--- src/rtl/pool_dispatch_pkg.sv ---
// Types shared by the dispatcher and the processor pool.
`ifndef PROC_COUNT
`define PROC_COUNT 4
`endif
`ifndef ACK_TIMEOUT
`define ACK_TIMEOUT 15
`endif

package pool_dispatch_pkg;

  typedef logic [3:0] cmd_id_t;

  typedef struct packed {
    cmd_id_t    id;
    logic [3:0] opcode;
    logic [7:0] operand;
  } instr_t;

  typedef enum logic {
    IDLE  = 1'b0,
    ISSUE = 1'b1
  } disp_state_t;

endpackage

--- src/rtl/pool_dispatch_rr_pick.sv ---
// Round-robin picker: first set request strictly after ptr, wrapping around.
module rr_pick #(
  parameter int N = 4
) (
  input  logic [N-1:0]         req,
  input  logic [$clog2(N)-1:0] ptr,
  output logic [$clog2(N)-1:0] gnt_idx,
  output logic                 any
);
  localparam int W = $clog2(N);

  logic [N-1:0] rot;
  logic [W-1:0] off;

  always_comb begin
    rot     = '0;
    off     = '0;
    any     = 1'b0;
    for (int k = 0; k < N; k++) begin
      rot[k] = req[W'((int'(ptr) + 1 + k) % N)];
    end
    // Scan downward so the lowest rotated position wins.
    for (int k = N - 1; k >= 0; k--) begin
      if (rot[k]) begin
        off = W'(k);
        any = 1'b1;
      end
    end
    gnt_idx = W'((int'(ptr) + 1 + int'(off)) % N);
  end

endmodule

--- src/rtl/pool_dispatch.sv ---
// Dispatches commands round-robin to idle processors, tracks ownership, fences non-acking ones.
`ifndef PROC_COUNT
`define PROC_COUNT 4
`endif
`ifndef ACK_TIMEOUT
`define ACK_TIMEOUT 15
`endif

module pool_dispatch
  import pool_dispatch_pkg::*;
#(
  parameter int N_PROC      = `PROC_COUNT,
  parameter int ACK_TIMEOUT = `ACK_TIMEOUT
) (
  input  logic                      i_clk,
  input  logic                      i_rst,
  input  logic                      i_cmd_valid,
  input  instr_t                    i_cmd,
  output logic                      o_cmd_ready,
  input  logic [N_PROC-1:0]         i_busy,
  input  logic [N_PROC-1:0]         i_ack,
  input  logic [N_PROC-1:0]         i_finish,
  output instr_t [N_PROC-1:0]       o_instr,
  output logic [N_PROC-1:0]         o_valid,
  output logic [N_PROC-1:0]         o_en,
  output logic [N_PROC-1:0]         o_done,
  output logic [N_PROC-1:0]         o_fault,
  output logic                      o_idle
);
  localparam int PW = $clog2(N_PROC);
  localparam int CW = $clog2(ACK_TIMEOUT + 1);

  disp_state_t       state;
  logic [PW-1:0]     sel;
  logic [PW-1:0]     rr_ptr;
  logic [PW-1:0]     pick;
  logic              pick_any;
  logic [CW-1:0]     cnt;
  logic [N_PROC-1:0] owned;
  logic [N_PROC-1:0] elig;
  logic [N_PROC-1:0] sel_oh;
  logic [N_PROC-1:0] ack_set;
  logic [N_PROC-1:0] fault_set;
  logic              acked;
  logic              timed_out;

  assign elig = ~i_busy & ~owned & ~o_fault;

  rr_pick #(.N(N_PROC)) u_pick (
    .req     (elig),
    .ptr     (rr_ptr),
    .gnt_idx (pick),
    .any     (pick_any)
  );

  assign sel_oh    = N_PROC'(1) << sel;
  assign acked     = (state == ISSUE) && i_ack[sel];
  // Ack has priority over a timeout landing in the same cycle.
  assign timed_out = (state == ISSUE) && !i_ack[sel] && (cnt == CW'(ACK_TIMEOUT - 1));
  assign ack_set   = acked ? sel_oh : '0;
  assign fault_set = timed_out ? sel_oh : '0;

  assign o_cmd_ready = (state == IDLE) && pick_any;
  assign o_en        = owned | ((state == ISSUE) ? sel_oh : '0);
  assign o_idle      = (state == IDLE) && (owned == '0);

  always_ff @(posedge i_clk or posedge i_rst) begin
    if (i_rst) begin
      state   <= IDLE;
      sel     <= '0;
      rr_ptr  <= PW'(N_PROC - 1);
      cnt     <= '0;
      owned   <= '0;
      o_fault <= '0;
      o_done  <= '0;
      o_valid <= '0;
      o_instr <= '0;
    end else begin
      // A finish only counts for a processor already owned before this edge.
      o_done  <= i_finish & owned;
      owned   <= (owned & ~i_finish) | ack_set;
      o_fault <= o_fault | fault_set;
      case (state)
        IDLE: begin
          if (i_cmd_valid && o_cmd_ready) begin
            sel           <= pick;
            rr_ptr        <= pick;
            o_instr[pick] <= i_cmd;
            o_valid       <= N_PROC'(1) << pick;
            cnt           <= '0;
            state         <= ISSUE;
          end
        end
        ISSUE: begin
          if (acked || timed_out) begin
            cnt     <= '0;
            o_valid <= '0;
            state   <= IDLE;
          end else if (cnt < CW'(ACK_TIMEOUT)) begin
            cnt <= cnt + CW'(1);
          end
        end
        default: state <= IDLE;
      endcase
    end
  end

endmodule

--- config.mk ---
export PLATFORM = sky130hd
export DESIGN_NAME = pool_dispatch
export DESIGN_NICKNAME = d
export VERILOG_FILES = /design/src/rtl/pool_dispatch_pkg.sv /design/src/rtl/pool_dispatch_rr_pick.sv /design/src/rtl/pool_dispatch.sv
export SDC_FILE = /design/constraint.sdc
export NUM_CORES = 1
export LEC_CHECK = 0
export BUFFER_PORTS_ARGS = -buffer_cell sky130_fd_sc_hd__buf_2
export CORE_MARGIN = 5
export CORE_UTILIZATION = 56
export DETAILED_ROUTE_END_ITERATION = 8
export PLACE_DENSITY = 0.81
export SYNTH_ARGS = -nofsm -noshare
export SYNTH_HDL_FRONTEND = slang
export SYNTH_SLANG_ARGS = --single-unit
export TNS_END_PERCENT = 5
--- constraint.sdc ---
create_clock -name i_clk -period 5.3 [get_ports i_clk]
set_clock_uncertainty 0.1 [all_clocks]
set_input_delay 1.06 -clock i_clk [delete_from_list [all_inputs] [get_ports i_clk]]
set_output_delay 1.06 -clock i_clk [all_outputs]
set_load 0.005 [all_outputs]
==> run summary <==
Status -> completed
FMAX -> 252.6 MHz
Non-Filler Cell Area, Final -> 0.004812 mm²
HP Class -> flop to flop
WP data arrival -> 4100 ps
Worst setup margin -> 1341 ps
H-Tree Depth -> 3
Most common cell in the netlist -> dfrtp_1
Antenna violations before repair -> 0
Worst Setup End Kind -> flop
Startpoint types -> input pin
Vias per cell -> 5.331
# Post-CTS Setup Buffers -> 0
WL met3 -> 649 µm
Setup TNS Final -> 0 ps
Total CTS buffers -> 9
Max_slew headroom -> 42.46%
FFs w/ async S/R, synth -> 100.0%
R2R setup slack -> 1670 ps
Delay-heaviest family, CP -> multiplexers
Fraction of layout cells with a size suffix above 1 -> 55.25%
FP Rows -> 30
Synth-to-Final Area Change -> 21.33%
Post-Syn Instances -> 275
Crit path max-delay cell type -> mux2i_4
Top_reg_cell synth -> dfrtp_1
Placer Congestion -> 0.8537
Worst path max stage delay -> 670 ps
Gr usage total -> 21.18%
Pre-CTS WS -> 999.6 ps
Remaining DRCs -> 0
Static Leak -> 2.419 nW
Share of the synthesized area in the top cell type -> 54.89%
Mean Syn Cell Area -> 14.42 µm²
Area of the multi-input gates -> 0.001599 mm²
First-pass GRT wire length -> 14.52 mm
Leading area contributor after synthesis -> dfrtp_1
WL final -> 8.764 mm
I/O pin cnt -> 113
Post-synthesis cell area -> 0.003966 mm²
# port buffers -> 112
Clock Tree Root -> clkbuf_8
WL met1 -> 3.815 mm
Clk sinks -> 89
Nets -> 429
Die Span Y -> 94.16 µm
DR WL/cell -> 17.67 µm
Worst-margin pin slew -> 845.0 ps
Most used cell, CP -> xnor2_1
Largest net degree at the start of global routing -> 53
DIE AREA -> 0.008866 mm²
Fin. Hold Viols -> 0
Worst Path Buf+Inv -> 1
Max VDD drop -> 0.0003757 V
CP Data Required Time -> 5440 ps
DR top layer -> met4
Period minus WS final -> 3959 ps
PD cells -> 652.7 mW/mm²
Diode count -> 0
CP max FO -> 17
Maxcap violations -> 0
Vias -> 2,644
Congestion Overflow GR -> 0
Post-synthesis cell type count -> 53
Number of routed nets with antenna violations -> 0
Synthesis Warnings -> 0
FF+latch area -> 0.002230 mm²
Area contributors post-synth -> dfrtp_1, mux2_2, mux2_4
Core ar. -> 0.006832 mm²
Yosys reg bits -> 89
Sequential-to-total area share from yosys stat -> 56.21%
Pins Over Slew Limit -> 0
Clock transition at path regs -> 90 ps
Cts repair resizes -> 0
Post-Syn Nets -> 309
Met2 wire len -> 4.221 mm
CTS tree -> yes
Drt pass-1 iters -> 4
Final Setup Violations -> 0
Vias in the first global route -> 2,811
Post-synth top cells -> dfrtp_1, mux2_2, mux2_4
EDFF count, synth -> 0
Crit share post-route -> 74.69%
Fin util -> 70.44%
Dpl hpwl -> 6.348 mm
Starting Density -> 58.06%
Worst skew pair latency -> 350 ps
Clock buffer depth -> 2
DRT iter0 DRCs -> 91
Chip width -> 94.16 µm
RSZ-0062 raised after global routing -> false
Worst setup path category -> input pin to flop
Crit-path cells -> buf_2, or3_1, o311ai_0, o21ai_0, nand3_1, ha_1, xnor2_1, xnor2_1, and4_2, mux2i_4, mux2_2
# hold bufs at CTS -> 0
Fillers -> 490
Placed cell areas -> 0.004586 mm²
per-stage QoR:
stage                     hold slack (ps)  power, mW  cells
final                               395.5      3.141    496
after global routing                419.5      3.357    496
after CTS                           398.9      3.169    496
after detailed placement            378.4      2.639    480
after global placement              362.4      2.582    480
after floorplan                     369.9      2.176    275
final cells by class:
cell class                      count  area share (%)
Sequential cell                    89           46.33
Inverter                            8          0.6500
Timing Repair Buffer              118           12.58
Clock buffer                       10           2.860
Tap cell                           96           2.496
Multi-Input combinational cell    169           33.23
Clock inverter                      6           1.846
kinds of logic (layout without fill, tap and decap cells):
logic type | Yosys count | in the layout | synth area share [%]
flip-flops | 89 | 89 | 56.21
AND/OR/NAND/NOR | 57 | 57 | 7.824
adder cells (fa/ha/maj) | 3 | 3 | 0.9465
XOR/XNOR | 3 | 3 | 0.6626
AO/OA/AOI/OAI | 37 | 37 | 7.540
multiplexers | 69 | 69 | 23.34
buffers and inverters | 17 | 142 | 3.470
layer usage:
metal / up-vias / global-route usage (%)
met5: - / 0
li1: 1226 / -
met2: 91 / 33.81
met3: 9 / 6.811
met4: 0 / 5.776
met1: 1318 / 27.88
cells in the final DEF, fill, tap and decap left out, drive strengths merged, types with 2 or more instances in the layout:
cell type and n:
nor2 5, xnor2 3, nand2 20, mux2 64, o22ai 2, o31ai 3, nand4b 2, buf 118
and2 4, nor3 5, bufinv 2, a211oi 2, a21o 6, dfrtp 87, clkbuf 10, or2 2
o21ai 11, mux2i 4, or3 5, clkinv 2, dfstp 2, nand3 7, clkinvlp 2, inv 8
ha 3, a21oi 5
path summary, 6_finish.rpt:
| path | start | endpoint | depth (start not counted) |
|---|---|---|---|
| min reg2reg | o_valid[2]$_DFFE_PP0P_ | o_valid[2]$_DFFE_PP0P_ | 1 |
| max reg2reg | owned[0]$_DFF_PP0_ | o_instr[63]$_DFFE_PP0P_ | 10 |
| min | o_valid[2]$_DFFE_PP0P_ | o_valid[2]$_DFFE_PP0P_ | 1 |
| min in group asynchronous | i_rst | o_instr[36]$_DFFE_PP0P_ | 2 |
| max | i_busy[0] | o_instr[63]$_DFFE_PP0P_ | 11 |
| max in group asynchronous | i_rst | o_instr[33]$_DFFE_PP0P_ | 3 |
registers in the layout, indices dropped and copies added, names as in the netlist:
name and cells:
cnt 4, o_done 4, o_fault 4, o_instr 64, o_valid 4, owned 4
rr_ptr 2, sel 2, state 1
report_power, final:
part,switching [mW],internal (mW)
Sequential,0.203,0.990
Combinational,0.617,0.807
Clock,0.244,0.279
Total,1.06,2.08
worst register-to-register path, stage by stage (launching register included):
cell      delay, ps
dfrtp_1         440
or3_1           520
o311ai_0        330
o21ai_0         160
nand3_1         120
ha_1            160
xnor2_1         130
xnor2_1         160
and4_2          300
mux2i_4         670
mux2_2          430
No activity file was read; power rests on OpenSTA's default activity.
